--- src/rtl/sig_meas_pkg.sv ---
// rtl/sig_meas_pkg.sv - shared types and default widths for the signal measurement blocks
package sig_meas_pkg;

    localparam int DEF_DATA_W = 16;
    localparam int DEF_CNT_W  = 24;

    typedef enum logic [1:0] {
        IDLE    = 2'd0,
        ARM     = 2'd1,
        MEASURE = 2'd2,
        DONE    = 2'd3
    } meas_state_t;

endpackage

--- src/rtl/zero_cross_detector.sv ---
// rtl/zero_cross_detector.sv - hysteretic rising zero-crossing detector
//   clk, reset            : clock, asynchronous active-high reset
//   clear                 : drops the below flag (new measurement)
//   sample_in/sample_valid: signed sample stream and its qualifier
//   crossing              : combinational strobe, valid sample >= 0 after being below -HYST
module zero_cross_detector #(
    parameter int DATA_W = 16,
    parameter int HYST   = 256
) (
    input  logic                     clk,
    input  logic                     reset,
    input  logic                     clear,
    input  logic signed [DATA_W-1:0] sample_in,
    input  logic                     sample_valid,
    output logic                     crossing
);

    localparam logic signed [DATA_W-1:0] NEG_HYST = DATA_W'(-HYST);

    logic below;

    // Non-negative means the sign bit is clear.
    assign crossing = sample_valid && below && !sample_in[DATA_W-1];

    always_ff @(posedge clk or posedge reset) begin
        if (reset) begin
            below <= 1'b0;
        end else if (clear || crossing) begin
            below <= 1'b0;
        end else if (sample_valid && (sample_in < NEG_HYST)) begin
            below <= 1'b1;
        end
    end

endmodule

--- src/rtl/sine_wave_analyzer.sv ---
// rtl/sine_wave_analyzer.sv - period and amplitude measurement of a signed sample stream
//   clk, reset            : clock, asynchronous active-high reset
//   sample_in/sample_valid: signed input stream and qualifier
//   start                 : single-cycle measurement request, honoured only in IDLE
//   busy, result_valid    : measurement in progress / one-cycle completion pulse
//   period_sum            : valid samples spanning WINDOW periods
//   peak_max, peak_min    : signed extremes seen while measuring
//   peak_to_peak          : unsigned peak_max - peak_min, one bit wider so it never wraps
//   timeout               : result was forced by TIMEOUT valid samples
module sine_wave_analyzer
    import sig_meas_pkg::*;
#(
    parameter int DATA_W  = DEF_DATA_W,
    parameter int WINDOW  = 4,
    parameter int CNT_W   = DEF_CNT_W,
    parameter int HYST    = 256,
    parameter int TIMEOUT = 48000
) (
    input  logic                     clk,
    input  logic                     reset,
    input  logic signed [DATA_W-1:0] sample_in,
    input  logic                     sample_valid,
    input  logic                     start,
    output logic                     busy,
    output logic                     result_valid,
    output logic [CNT_W-1:0]         period_sum,
    output logic signed [DATA_W-1:0] peak_max,
    output logic signed [DATA_W-1:0] peak_min,
    output logic [DATA_W:0]          peak_to_peak,
    output logic                     timeout
);

    localparam int XW = $clog2(WINDOW + 1);

    meas_state_t state, state_next;

    logic [CNT_W-1:0]         tot_cnt, per_cnt, tot_inc;
    logic [XW-1:0]            xing_cnt;
    logic signed [DATA_W-1:0] pk_max, pk_min, nxt_max, nxt_min;
    logic signed [DATA_W:0]   ext_max, ext_min;
    logic                     crossing, start_ok, hit_to, win_done;

    assign start_ok = (state == IDLE) && start;

    zero_cross_detector #(
        .DATA_W (DATA_W),
        .HYST   (HYST)
    ) u_zcd (
        .clk          (clk),
        .reset        (reset),
        .clear        (start_ok),
        .sample_in    (sample_in),
        .sample_valid (sample_valid),
        .crossing     (crossing)
    );

    always_ff @(posedge clk or posedge reset) begin
        if (reset) state <= IDLE;
        else       state <= state_next;
    end

    always_comb begin
        state_next = state;
        tot_inc    = tot_cnt + CNT_W'(1);
        // >= so a crossing that wins over the timeout sample cannot skip the limit forever.
        hit_to     = (tot_inc >= CNT_W'(TIMEOUT));
        win_done   = crossing && (xing_cnt == XW'(WINDOW - 1));
        nxt_max    = (sample_in > pk_max) ? sample_in : pk_max;
        nxt_min    = (sample_in < pk_min) ? sample_in : pk_min;
        ext_max    = {nxt_max[DATA_W-1], nxt_max};
        ext_min    = {nxt_min[DATA_W-1], nxt_min};
        case (state)
            IDLE:    if (start) state_next = ARM;
            ARM:     if (sample_valid) begin
                         if (crossing)    state_next = MEASURE;
                         else if (hit_to) state_next = DONE;
                     end
            MEASURE: if (sample_valid && (win_done || hit_to)) state_next = DONE;
            DONE:    state_next = IDLE;
            default: state_next = IDLE;
        endcase
    end

    assign busy         = (state == ARM) || (state == MEASURE);
    assign result_valid = (state == DONE);

    always_ff @(posedge clk or posedge reset) begin
        if (reset) begin
            tot_cnt      <= '0;
            per_cnt      <= '0;
            xing_cnt     <= '0;
            pk_max       <= '0;
            pk_min       <= '0;
            period_sum   <= '0;
            peak_max     <= '0;
            peak_min     <= '0;
            peak_to_peak <= '0;
            timeout      <= 1'b0;
        end else begin
            case (state)
                IDLE: if (start) begin
                    tot_cnt  <= '0;
                    per_cnt  <= '0;
                    xing_cnt <= '0;
                    timeout  <= 1'b0;
                end
                ARM: if (sample_valid) begin
                    tot_cnt <= tot_inc;
                    if (crossing) begin
                        per_cnt <= '0;
                        pk_max  <= sample_in;
                        pk_min  <= sample_in;
                    end else if (hit_to) begin
                        // Never armed: nothing meaningful was measured.
                        timeout      <= 1'b1;
                        period_sum   <= '0;
                        peak_max     <= '0;
                        peak_min     <= '0;
                        peak_to_peak <= '0;
                    end
                end
                MEASURE: if (sample_valid) begin
                    tot_cnt <= tot_inc;
                    per_cnt <= per_cnt + CNT_W'(1);
                    pk_max  <= nxt_max;
                    pk_min  <= nxt_min;
                    if (crossing) xing_cnt <= xing_cnt + XW'(1);
                    if (win_done || hit_to) begin
                        period_sum   <= per_cnt + CNT_W'(1);
                        peak_max     <= nxt_max;
                        peak_min     <= nxt_min;
                        peak_to_peak <= $unsigned(ext_max - ext_min);
                        timeout      <= !win_done;
                    end
                end
                default: ;
            endcase
        end
    end

endmodule
--- config.mk ---
export PLATFORM = sky130hd
export DESIGN_NAME = sine_wave_analyzer
export DESIGN_NICKNAME = d
export VERILOG_FILES = /design/src/rtl/sig_meas_pkg.sv /design/src/rtl/zero_cross_detector.sv /design/src/rtl/sine_wave_analyzer.sv
export SDC_FILE = /design/constraint.sdc
export NUM_CORES = 1
export LEC_CHECK = 0
export CORE_MARGIN = 8
export CORE_UTILIZATION = 45
export CTS_CLUSTER_DIAMETER = 150
export DETAILED_ROUTE_END_ITERATION = 7
export DONT_BUFFER_PORTS = 1
export SLEW_MARGIN = 10
export SYNTH_ARGS = -nofsm -noshare
export SYNTH_HDL_FRONTEND = slang
export SYNTH_SLANG_ARGS = --single-unit
--- constraint.sdc ---
create_clock -name clk -period 5.78 [get_ports clk]
set_input_delay 1.734 -clock clk [delete_from_list [all_inputs] [get_ports clk]]
set_output_delay 1.734 -clock clk [all_outputs]
set_load 0.05 [all_outputs]
==> impl_results.md <==
* Status: finished, final reports clean
* Fmax achieved at 0.1866 GHz
* I/O pin count at 96
* Pwr per Cell Area at 525.2 nW/um^2
* First-pass GRT wire length at 42880 microns
* Sink Count at 160
* Asr flop ratio synth at 1.000
* Ranking of synthesized cells by area: dfrtp_1 41%, nand2_1 8.4%, o21ai_0 6.7%
* Worst VDD drop at 0.2304 mV
* IO buf count at 0
* Drt total wl at 26030 microns
* Commonest non-fill, non-tap cell in the layout: nand2_1
* GRT Util Overall at 0.1993
* Horiz. Die Dim at 163.8 microns
* Share of layout cells above drive strength 1 at 0.1018
* Crit path DAT at 5.67 ns
* Area grow syn2layout at 10.77%
* Mean Syn Cell Area at 8.560 sq um
* Total grt overflow at 0
* Max-slew violation count at 0
* # hold bufs at CTS at 0
* RePlAce Congestion at 0.9305
* Die area at 26840 sq um
* Htree depth at 4
* Yosys Warn Count at 0
* Final hold slack at 0.5031 ns
* Worst Path Required at 6.09 ns
* Fin Setup TNS at 0 ns
* Worst slew margin at 0.4282
* Final Critical Period at 5.358 ns
* Root Driver: clkbuf_16
* Core area at 21620 sq um
* Post-synth top area share at 0.4071
* Crit-path slowest cell: or4_1
* Clk buf depth at 2
* CP most frequent cell: ha_1
* Crit start category: input pin
* Fillers at 2054
* Num rows at 54
* Crit-path cells: ha_1 -> nand4_2 -> or4_1 -> a21o_1 -> and4_4 -> buf_4 -> nor2_4 -> nor2_1 -> a21oi_1 -> ha_1 -> inv_1 -> nand2_1 -> nor3_1 -> a311oi_1 -> a211oi_1 -> or3b_1 -> a21oi_2 -> o211ai_2 -> xnor2_1 -> o21ai_1
* Iteration-0 DRC count of the detailed router at 635
* Synth unique cells at 79
* Final hold vios at 0
* Detailed Routing Iterations Pass 1 at 5
* Final ANT Viol Nets at 0
* Final nets at 1217
* Setup-failing EPs final at 0
* Delay-heaviest family, CP: simple AND/OR/NAND/NOR gates
* Buf/Inv on CP at 2
* Largest stage delay, worst path at 0.49 ns
* DP HPWL at 18660 microns
* Seq/Total Area, Yosys at 0.4071
* Antenna cells at 0
* TritonCTS clock tree: built
* Max_cap viols at 0
* Clock Pin Slew Worst Setup and Hold Paths at 0.07 ns
* Setup Skew at 0.01324 ns
* Most frequent cells in the layout: 220 x nand2_1, 160 x dfrtp_1, 131 x o21ai_0
* Largest net degree at the start of global routing at 161
* Routed length per instance at 18.09 microns
* RSZ-0062 raised after global routing: false
* Period utilization at 0.9270
* Worst-Skew Late Latency at 0.44 ns
* Ys flop type: dfrtp_1
* Worst Tran Pin Value at 0.8577 ns
* HP Class: reg2reg
* TritonCTS Buffers at 17
* Post-synth EDFFs at 0
* Post-Syn Area at 9836 sq um
* Critical path fanouts, max at 7
* Post-DR vias/cell at 5.734
* Worst setup path category: in2reg
* CP Capture Type: register
* Residual DRC at 0
* Vias in the first global route at 7692
* Syn_nets at 1220
* Vias at 8251
* Cells after Synth at 1149
* Yosys reg bits at 160
* Initial antenna violation count at 0
* CTS resizes at 0
* Synth area leader: dfrtp_1
* Die height at 163.8 microns
* Initial Util at 0.4549
* Lkg Pwr at 4.716 nW
* Setup bufs post-CTS at 0
==> power breakdown <==
part           total [mW]  switching, mW  internal (mW)
logic                3.16           2.01           1.16
clock network        1.17          0.524          0.650
registers            1.38          0.127           1.26
total                5.72           2.66           3.07
==> cells in the mapped netlist (5+ instances only) <==
cell type    n
a211oi_1     6
o31ai_1     64
xnor2_1     16
mux2i_1     14
a21oi_1     42
nand2b_1     5
o21ai_0    132
o21ai_1     13
nand4_1      8
nor3_1      19
buf_2       11
inv_1       54
a22o_1       5
o211ai_1     6
or3_1        9
mux2_2       6
nand3_1     34
and2_1      11
buf_1        5
nor2b_1      6
dfrtp_1    160
ha_1        51
a21oi_2      5
a31oi_1      8
o22ai_1      5
nand2_1    220
xor2_1      25
and3_1      16
nor2_1      53
a21o_1      14
o21ai_2      5
clkbuf_1    45
==> metal layers <==
layer	track usage	routed length, microns
met4	0.04917	247
met1	0.2998	13050
met5	0	0
met3	0.04486	1872
met2	0.2819	10860
==> state kept, by name (all words and copies together) (netlist names), named ones only <==
signal	cells
pk_min	16
xing_cnt	3
per_cnt	24
period_sum	24
tot_cnt	24
u_zcd.below	1
pk_max	15
state	2
peak_max	16
timeout	1
peak_min	16
peak_to_peak	17
==> tightest hold or removal path, stage by stage, from the launching register on <==
cell,delay [ns]
dfrtp_1,0.36
nand2_1,0.05
o21ai_0,0.06
==> final cells by class <==
cell class | instances | area [sq um] | share of cell area
multi-input cells | 870 | 5400 | 0.4956
well taps | 280 | 350.3 | 0.03215
inverters | 54 | 206.4 | 0.01895
clock buffers | 17 | 425.4 | 0.03904
flip-flops and latches | 160 | 4004 | 0.3675
clock inverters | 15 | 173.9 | 0.01596
repair buffers | 43 | 335.3 | 0.03078
==> per-stage QoR <==
| stage | setup slack, ns | area (sq um) | total power, mW | instances | utilization |
|---|---|---|---|---|---|
| 2_1_floorplan | -0.02282 | 9889 | 3.645 | 1149 | - |
| 4_1_cts | 0.4410 | 10900 | 5.722 | 1439 | 0.5039 |
| 5_1_grt | 0.1580 | 10900 | 6.159 | 1439 | 0.5039 |
| 6_report | 0.4217 | 10900 | 5.722 | 1439 | 0.5039 |
| 3_5_place_dp | -0.01361 | 10300 | 4.535 | 1407 | 0.4762 |
| 3_3_place_gp | 0.01776 | 10300 | 4.516 | 1407 | 0.4762 |
==> final timing paths <==
kind	startpoint	to	slack (ns)	depth (start not counted)
max in group asynchronous	reset	peak_max[3]	3.73	2
worst min-delay path	per_cnt[23]	per_cnt[23]	0.50	2
worst min register to register	per_cnt[23]	per_cnt[23]	0.50	2
worst max-delay path	sample_in[12]	peak_to_peak[13]	0.42	20
min in group asynchronous	reset	tot_cnt[7]	1.43	2
worst max register to register	pk_max[7]	peak_to_peak[13]	1.06	20
==> kinds of logic after synthesis <==
family | share of synthesized area
muxes | 0.02112
AOI/OAI and AO/OA | 0.2308
and+or+nand+nor | 0.1888
DFF | 0.4071
buffers and inverters | 0.04987
xor gates and xnor gates | 0.03651
adders and majority gates | 0.06589
(Power assumes the default switching activity.)
